===== src/rtl/thumb_fetch_pkg.sv =====
// ----------------------------------------------------------------------------
// thumb_fetch_pkg
// Shared types for the Thumb instruction fetch stage.
//   halfword_t       : one 16-bit Thumb instruction
//   fetch_entry_t    : prefetch FIFO entry {instr, pc}
//   RESET_PC_DEFAULT : byte address fetched first after reset
//   fetch_state_t    : fetch control states BOOT / RUN / FLUSH
//   select_halfword  : picks the low or high halfword of a memory word
// ----------------------------------------------------------------------------
package thumb_fetch_pkg;

    typedef logic [15:0] halfword_t;

    typedef struct packed {
        halfword_t   instr;
        logic [31:0] pc;
    } fetch_entry_t;

    localparam logic [31:0] RESET_PC_DEFAULT = 32'h0000_0000;

    typedef enum logic [1:0] {
        ST_BOOT  = 2'd0,
        ST_RUN   = 2'd1,
        ST_FLUSH = 2'd2
    } fetch_state_t;

    // Little-endian halfword select: byte address bit 1 picks the upper half.
    function automatic halfword_t select_halfword(input logic [31:0] word, input logic hi);
        return hi ? word[31:16] : word[15:0];
    endfunction

endpackage


===== src/rtl/fetch_fifo.sv =====
// ----------------------------------------------------------------------------
// fetch_fifo
// Prefetch FIFO of fetch_entry_t with synchronous clear and an occupancy count.
// Build option: THUMB_FETCH_PAIR_EN adds a second push lane (push1_*) so one
// memory word can enqueue two halfwords in a single cycle; without it the
// push port is a single entry.
// Ports:
//   clock, reset          : clock, synchronous active-high reset
//   clear                 : synchronous flush (drops all entries)
//   push0_en/push0_data   : first (or only) push lane
//   push1_en/push1_data   : second push lane, honoured only with push0_en
//   pop_en                : consume the head entry (ignored when empty)
//   head, empty, count    : head entry, empty flag, occupancy
// ----------------------------------------------------------------------------
module fetch_fifo
    import thumb_fetch_pkg::*;
#(
    parameter int DEPTH = 4
) (
    input  logic                     clock,
    input  logic                     reset,
    input  logic                     clear,
    input  logic                     push0_en,
    input  fetch_entry_t             push0_data,
`ifdef THUMB_FETCH_PAIR_EN
    input  logic                     push1_en,
    input  fetch_entry_t             push1_data,
`endif
    input  logic                     pop_en,
    output fetch_entry_t             head,
    output logic                     empty,
    output logic [$clog2(DEPTH):0]   count
);

    localparam int PW = $clog2(DEPTH);

    fetch_entry_t   entries_q [DEPTH];
    logic [PW-1:0]  rd_ptr_q, rd_ptr_d;
    logic [PW-1:0]  wr_ptr_q, wr_ptr_d;
    logic [PW-1:0]  wr_ptr_plus1;
    logic [PW:0]    count_q, count_d;
    logic [PW:0]    push_cnt;
    logic           pop_ok;

    assign pop_ok       = pop_en && (count_q != '0);
    assign wr_ptr_plus1 = wr_ptr_q + {{(PW-1){1'b0}}, 1'b1};

    always_comb begin
        push_cnt = {{PW{1'b0}}, push0_en};
`ifdef THUMB_FETCH_PAIR_EN
        push_cnt = push_cnt + {{PW{1'b0}}, push0_en && push1_en};
`endif
        rd_ptr_d = rd_ptr_q;
        wr_ptr_d = wr_ptr_q;
        count_d  = count_q;
        if (clear) begin
            rd_ptr_d = '0;
            wr_ptr_d = '0;
            count_d  = '0;
        end else begin
            // Push and pop in the same cycle both land; count nets out.
            rd_ptr_d = rd_ptr_q + {{(PW-1){1'b0}}, pop_ok};
            wr_ptr_d = wr_ptr_q + push_cnt[PW-1:0];
            count_d  = count_q + push_cnt - {{PW{1'b0}}, pop_ok};
        end
    end

    always_ff @(posedge clock) begin
        if (reset) begin
            rd_ptr_q <= '0;
            wr_ptr_q <= '0;
            count_q  <= '0;
        end else begin
            rd_ptr_q <= rd_ptr_d;
            wr_ptr_q <= wr_ptr_d;
            count_q  <= count_d;
        end
    end

    // Storage carries no reset; validity is tracked entirely by count_q.
    always_ff @(posedge clock) begin
        if (push0_en) begin
            entries_q[wr_ptr_q] <= push0_data;
        end
`ifdef THUMB_FETCH_PAIR_EN
        if (push0_en && push1_en) begin
            entries_q[wr_ptr_plus1] <= push1_data;
        end
`endif
    end

    assign head  = entries_q[rd_ptr_q];
    assign empty = (count_q == '0);
    assign count = count_q;

endmodule


===== src/rtl/thumb_fetch.sv =====
// ----------------------------------------------------------------------------
// thumb_fetch
// Thumb instruction fetch stage: requests 32-bit words from word-addressed
// memory, splits them into halfwords, buffers them in a prefetch FIFO and
// presents one instruction per cycle to decode over valid/ready. A redirect
// flushes everything (including an outstanding read) and restarts fetch.
// Build option: THUMB_FETCH_PAIR_EN -- one word request may yield two
// halfwords and fetch_pc advances by a word; otherwise each request yields
// one halfword and fetch_pc advances by 2.
// Ports:
//   clock, reset                 : clock, synchronous active-high reset
//   mem_req, mem_addr, mem_rdata : memory read port (data one cycle later)
//   redirect, redirect_pc        : taken branch, new byte PC (bit 0 forced 0)
//   instr, instr_pc, instr_valid : FIFO head presented to decode
//   instr_ready                  : decode accepts the head this cycle
// ----------------------------------------------------------------------------
module thumb_fetch
    import thumb_fetch_pkg::*;
#(
    parameter int          ADDR_W     = 10,
    parameter int          FIFO_DEPTH = 4,
    parameter logic [31:0] RESET_PC   = RESET_PC_DEFAULT
) (
    input  logic              clock,
    input  logic              reset,
    output logic              mem_req,
    output logic [ADDR_W-1:0] mem_addr,
    input  logic [31:0]       mem_rdata,
    input  logic              redirect,
    input  logic [31:0]       redirect_pc,
    output logic [15:0]       instr,
    output logic [31:0]       instr_pc,
    output logic              instr_valid,
    input  logic              instr_ready
);

    localparam int CW = $clog2(FIFO_DEPTH) + 1;

    fetch_state_t state_q, state_d;
    logic [31:0]  fetch_pc_q, fetch_pc_d;
    logic [31:0]  inflight_pc_q, inflight_pc_d;
    logic         inflight_q, inflight_d;

    logic [CW-1:0] fifo_count;
    logic          fifo_empty;
    fetch_entry_t  fifo_head;
    logic [CW+1:0] committed;
    logic          issue;
    logic          pop;
    logic          push0_en;
    fetch_entry_t  push0_data;
`ifdef THUMB_FETCH_PAIR_EN
    logic          push1_en;
    fetch_entry_t  push1_data;
`endif

    // Slots already spoken for: occupied entries plus two reserved for an
    // outstanding read. Registered values only -- a same-cycle pop does not
    // free space for this cycle's request.
    assign committed = {2'b00, fifo_count} + {{CW{1'b0}}, inflight_q, 1'b0};
    assign issue     = (state_q == ST_RUN) && !redirect &&
                       ((committed + (CW+2)'(2)) <= (CW+2)'(FIFO_DEPTH));

    // A read response is always consumed the cycle after its request, unless
    // a redirect in that cycle discards it.
    assign push0_en   = inflight_q && !redirect;
    assign push0_data = '{instr: select_halfword(mem_rdata, inflight_pc_q[1]),
                          pc:    inflight_pc_q};
`ifdef THUMB_FETCH_PAIR_EN
    // Word-aligned request: the upper halfword follows as a second entry.
    assign push1_en   = push0_en && !inflight_pc_q[1];
    assign push1_data = '{instr: mem_rdata[31:16], pc: inflight_pc_q + 32'd2};
`endif

    always_comb begin
        state_d       = state_q;
        fetch_pc_d    = fetch_pc_q;
        inflight_d    = 1'b0;
        inflight_pc_d = inflight_pc_q;
        if (redirect) begin
            state_d    = ST_FLUSH;
            fetch_pc_d = redirect_pc & ~32'd1;
        end else begin
            // BOOT and FLUSH each last one idle cycle; RUN stays in RUN.
            state_d = ST_RUN;
            if (issue) begin
                inflight_d    = 1'b1;
                inflight_pc_d = fetch_pc_q;
`ifdef THUMB_FETCH_PAIR_EN
                fetch_pc_d    = (fetch_pc_q & ~32'd3) + 32'd4;
`else
                fetch_pc_d    = fetch_pc_q + 32'd2;
`endif
            end
        end
    end

    always_ff @(posedge clock) begin
        if (reset) begin
            state_q       <= ST_BOOT;
            fetch_pc_q    <= RESET_PC;
            inflight_q    <= 1'b0;
            inflight_pc_q <= 32'd0;
        end else begin
            state_q       <= state_d;
            fetch_pc_q    <= fetch_pc_d;
            inflight_q    <= inflight_d;
            inflight_pc_q <= inflight_pc_d;
        end
    end

    // Redirect clears the FIFO; a handshake in that cycle is simply absorbed.
    fetch_fifo #(
        .DEPTH      (FIFO_DEPTH)
    ) u_fifo (
        .clock      (clock),
        .reset      (reset),
        .clear      (redirect),
        .push0_en   (push0_en),
        .push0_data (push0_data),
`ifdef THUMB_FETCH_PAIR_EN
        .push1_en   (push1_en),
        .push1_data (push1_data),
`endif
        .pop_en     (pop),
        .head       (fifo_head),
        .empty      (fifo_empty),
        .count      (fifo_count)
    );

    assign instr_valid = !fifo_empty;
    assign pop         = instr_valid && instr_ready;
    // Stale storage is masked so an empty FIFO presents zeros.
    assign instr       = instr_valid ? fifo_head.instr : 16'h0000;
    assign instr_pc    = instr_valid ? fifo_head.pc : 32'd0;
    assign mem_req     = issue;
    assign mem_addr    = fetch_pc_q[ADDR_W+1:2];

endmodule

===== config.mk =====
export PLATFORM = sky130hd
export DESIGN_NAME = thumb_fetch
export DESIGN_NICKNAME = d
export VERILOG_FILES = /design/src/rtl/thumb_fetch_pkg.sv /design/src/rtl/fetch_fifo.sv /design/src/rtl/thumb_fetch.sv
export SDC_FILE = /design/constraint.sdc
export NUM_CORES = 1
export LEC_CHECK = 0
export CORE_MARGIN = 2
export CORE_UTILIZATION = 56
export CTS_BUF_LIST = sky130_fd_sc_hd__clkbuf_8 sky130_fd_sc_hd__clkbuf_16
export DETAILED_ROUTE_END_ITERATION = 12
export PLACE_DENSITY = 0.76
export RECOVER_POWER = 25
export SLEW_MARGIN = 15
export SYNTH_ARGS = -nofsm -noshare
export SYNTH_HDL_FRONTEND = slang
export SYNTH_SLANG_ARGS = --single-unit

===== constraint.sdc =====
create_clock -name clock -period 9.2 [get_ports clock]
set_input_delay 1.84 -clock clock [delete_from_list [all_inputs] [get_ports clock]]
set_output_delay 1.84 -clock clock [all_outputs]
set_load 0.01 [all_outputs]

==> impl_results.md <==
- Worst-Margin Slew: 1157 ps
- Antenna Nets Post-Route: 0
- Initial DRT Pass Iterations: 4
- Max-slew headroom: 22.85%
- DR vias/cell: 5.683
- Pre-CTS setup slack: 3816 ps
- Post-synth net total: 828
- Share of cells above drive strength 1: 15.08%
- Async S/R FF share, synth: 0%
- Post-cts resize count: 0
- Critical-path cell with the highest stage delay: clkdlybuf4s50_1
- VDD IR max: 0.1624 mV
- Core footprint: 0.01883 sq mm
- Post-placement cell area: 0.01222 sq mm
- Power Dens Cells: 187.3 mW/mm^2
- Clock Path Buffers: 3
- Int Power: 1.957 mW
- Static Leakage: 4.570 nW
- Congestion Overflow GR: 0
- Fin crit period: 5422 ps
- CTS H-tree lvls: 1
- Vias in the first global route: 6759
- Sw power: 0.4957 mW
- Worst setup path startpoint: redirect
- Post-Route Setup TNS: 0 ps
- GR Util All Layers: 21.93%
- Inst Count DP: 1094
- Post-synthesis cell area: 0.01081 sq mm
- Crit path max fanout: 63
- Comb pwr share: 4.7%
- Pin count of the biggest net entering global routing: 64
- Initial DRC Count: 514
- Synth cell types: 46
- Clk_lat worst skew: 510 ps
- Status: finished clean
- RSZ-0062 raised after global routing: false
- Final WL: 22280 microns
- Post-Synthesis Cells: 753
- Initial antenna violation count: 0
- Skew final: 7.162 ps
- R2R Setup Slk: 6380 ps
- Vias: 6490
- Crit path to: mem_req
- Clock Sinks: 260
- CP arrival: 3580 ps
- CTS tree: built
- Detailed placement HPWL: 13640 microns
- Crit share post-route: 58.93%
- CP peak stage delay: 640 ps
- Fill cells: 1229
- WP buf/inv: 4
- Worst R2R Path Depth: 11
- Final Setup Violations: 0
- Setup Buffers After CTS: 0
- N_diodes: 0
- Worst r2r src: u_fifo.count[1]
- Power Total: 2.453 mW
- Setup crit end kind: output pin
- Final nets: 937
- Slew Viols, Final: 0
- Die H: 143.0 microns
- Die W: 143.0 microns
- Worst hold margin: 492.7 ps
- Final Hold Fails: 0
- Part of the power in registers: 52.2%
- Post-Layout Cell Count: 1142
- Critical Path Stages: 5
- Hold buffer count at CTS: 0
- Worst min-delay path category: flop to flop
- CTS buffer count: 26
- Hold path start: fetch_pc_q[12]
- Routability Congestion: 0.8283
- Switching share of power: 20.21%
- Mean Syn Cell Area: 14.36 sq um
- Design area: 0.01310 sq mm
- Commonest non-fill, non-tap cell in the layout: edfxtp_1
- DR WL/cell: 19.51 microns
- Most frequent cells in the layout: edfxtp_1 (188), clkdlybuf4s50_1 (122), nand2_1 (74)
- Row count: 50
- Die footprint: 0.02044 sq mm
- First-pass GRT wire length: 34730 microns
- EDFF count, synth: 188
- Buffers on Ports: 125
- Max-cap violations: 0
- Prevailing post-synth register cell: edfxtp_1
- WP data required: 7360 ps
- Final core occ: 69.55%
- Fin worst setup slack: 3778 ps
- CP delay by family, top: buffers and inverters
- Ys Warns: 0
- FF+latch count, synth: 260
- IO Pins: 128
- Initial Utilization: 57.42%
- Post-synthesis sequential area ratio: 65.54%
- CP Launch Type: input port
- Clock power share: 43.1%
- Crit-path cells: buf_2 > buf_4 > nand2b_1 > inv_1 > clkdlybuf4s50_1
- Reg2reg end: inflight_pc_q[15]
- CP Class: input port to output pin
- Area Growth Syn to Fin: 21.13%
- Fmax: 0.1844 GHz
- CTS Root Cell: clkbuf_16
- Residual DRC: 0
- Clock-pin slew on the worst setup and hold paths: 60 ps
## logic make-up (layout without fill, tap and decap cells)
group | count (synthesis) | in the layout | share of synthesized area (%)
AO/OA/AOI/OAI | 88 | 88 | 4.906
other | 1 | 1 | 0.03468
buffers and inverters | 89 | 218 | 3.726
multiplexers | 67 | 67 | 11.84
XOR/XNOR | 33 | 33 | 2.673
AND/OR/NAND/NOR | 208 | 208 | 10.40
adder cells (fa/ha/maj) | 7 | 7 | 0.8794
flip-flops | 260 | 260 | 65.54
## worst min-delay path, cell delays in order (launching register included)
cell	delay (ps)
dfxtp_1	330
nand2_1	70
a21oi_1	50
## worst min-delay path by stage
stage,end,slack [ps],cells after the start
5_1_grt,inflight_pc_q[24],520,2
2_1_floorplan,inflight_pc_q[24],440,2
4_1_cts,inflight_pc_q[24],490,2
3_5_place_dp,inflight_pc_q[2],480,2
3_3_place_gp,u_fifo.entries_q[3][4],470,0
6_report,inflight_pc_q[12],490,2
## per-layer routing
metal	vias to the layer above	track usage, %	routed length (microns)
li1	2977	-	-
met1	3200	27.82	9029
met2	267	38.53	11220
met3	46	3.521	1460
met4	0	7.556	571
met5	-	0	0
## state kept, by name (all words and copies together), names as in the netlist
name,cells
u_fifo.count,3
u_fifo.entries_q,188
state_q,2
inflight_q,1
inflight_pc_q,31
u_fifo.wr_ptr_q,2
u_fifo.rd_ptr_q,2
fetch_pc_q,31
## power groups by stage
stage	clock network (mW)	logic (mW)	registers, mW
floorplan	0	0.0647	1.30
finish	1.06	0.115	1.28
detailed placement	0	0.114	1.31
global route	1.12	0.124	1.28
global placement	0	0.111	1.30
CTS	1.07	0.115	1.28
## synthesized netlist by cell type (3+ instances only)
| master | instances | area share, % |
|---|---|---|
| nor4_2 | 3 | 0.35 |
| xor2_1 | 13 | 1.1 |
| nor2_1 | 10 | 0.35 |
| and4_1 | 4 | 0.32 |
| mux2_2 | 17 | 1.8 |
| mux4_2 | 47 | 9.8 |
| mux2i_1 | 3 | 0.28 |
| and2_1 | 52 | 3.0 |
| and3_1 | 4 | 0.23 |
| nand2_1 | 74 | 2.6 |
| nor2b_1 | 10 | 0.58 |
| a22oi_1 | 6 | 0.42 |
| o21a_1 | 21 | 1.5 |
| ha_1 | 6 | 0.69 |
| dfxtp_1 | 72 | 13 |
| clkbuf_1 | 26 | 0.90 |
| buf_1 | 4 | 0.14 |
| buf_2 | 13 | 0.60 |
| nand3_1 | 9 | 0.42 |
| xnor2_1 | 20 | 1.6 |
| inv_1 | 33 | 1.1 |
| nand4_1 | 9 | 0.52 |
| buf_4 | 12 | 0.83 |
| a21oi_1 | 51 | 2.4 |
| edfxtp_1 | 188 | 52 |
| nor4_1 | 8 | 0.46 |
| nor3_1 | 15 | 0.69 |
| o22ai_1 | 5 | 0.29 |
## cell type report
class	count	area [sq um]	share of cell area (%)
Clock buffer	29	703.2	5.369
Clock inverter	19	173.9	1.328
Inverter	33	123.9	0.9457
Multi-Input combinational cell	404	3348	25.56
Sequential cell	260	7092	54.15
Tap cell	260	325.3	2.484
Timing Repair Buffer	137	1331	10.16
(Power assumes the default switching activity.)
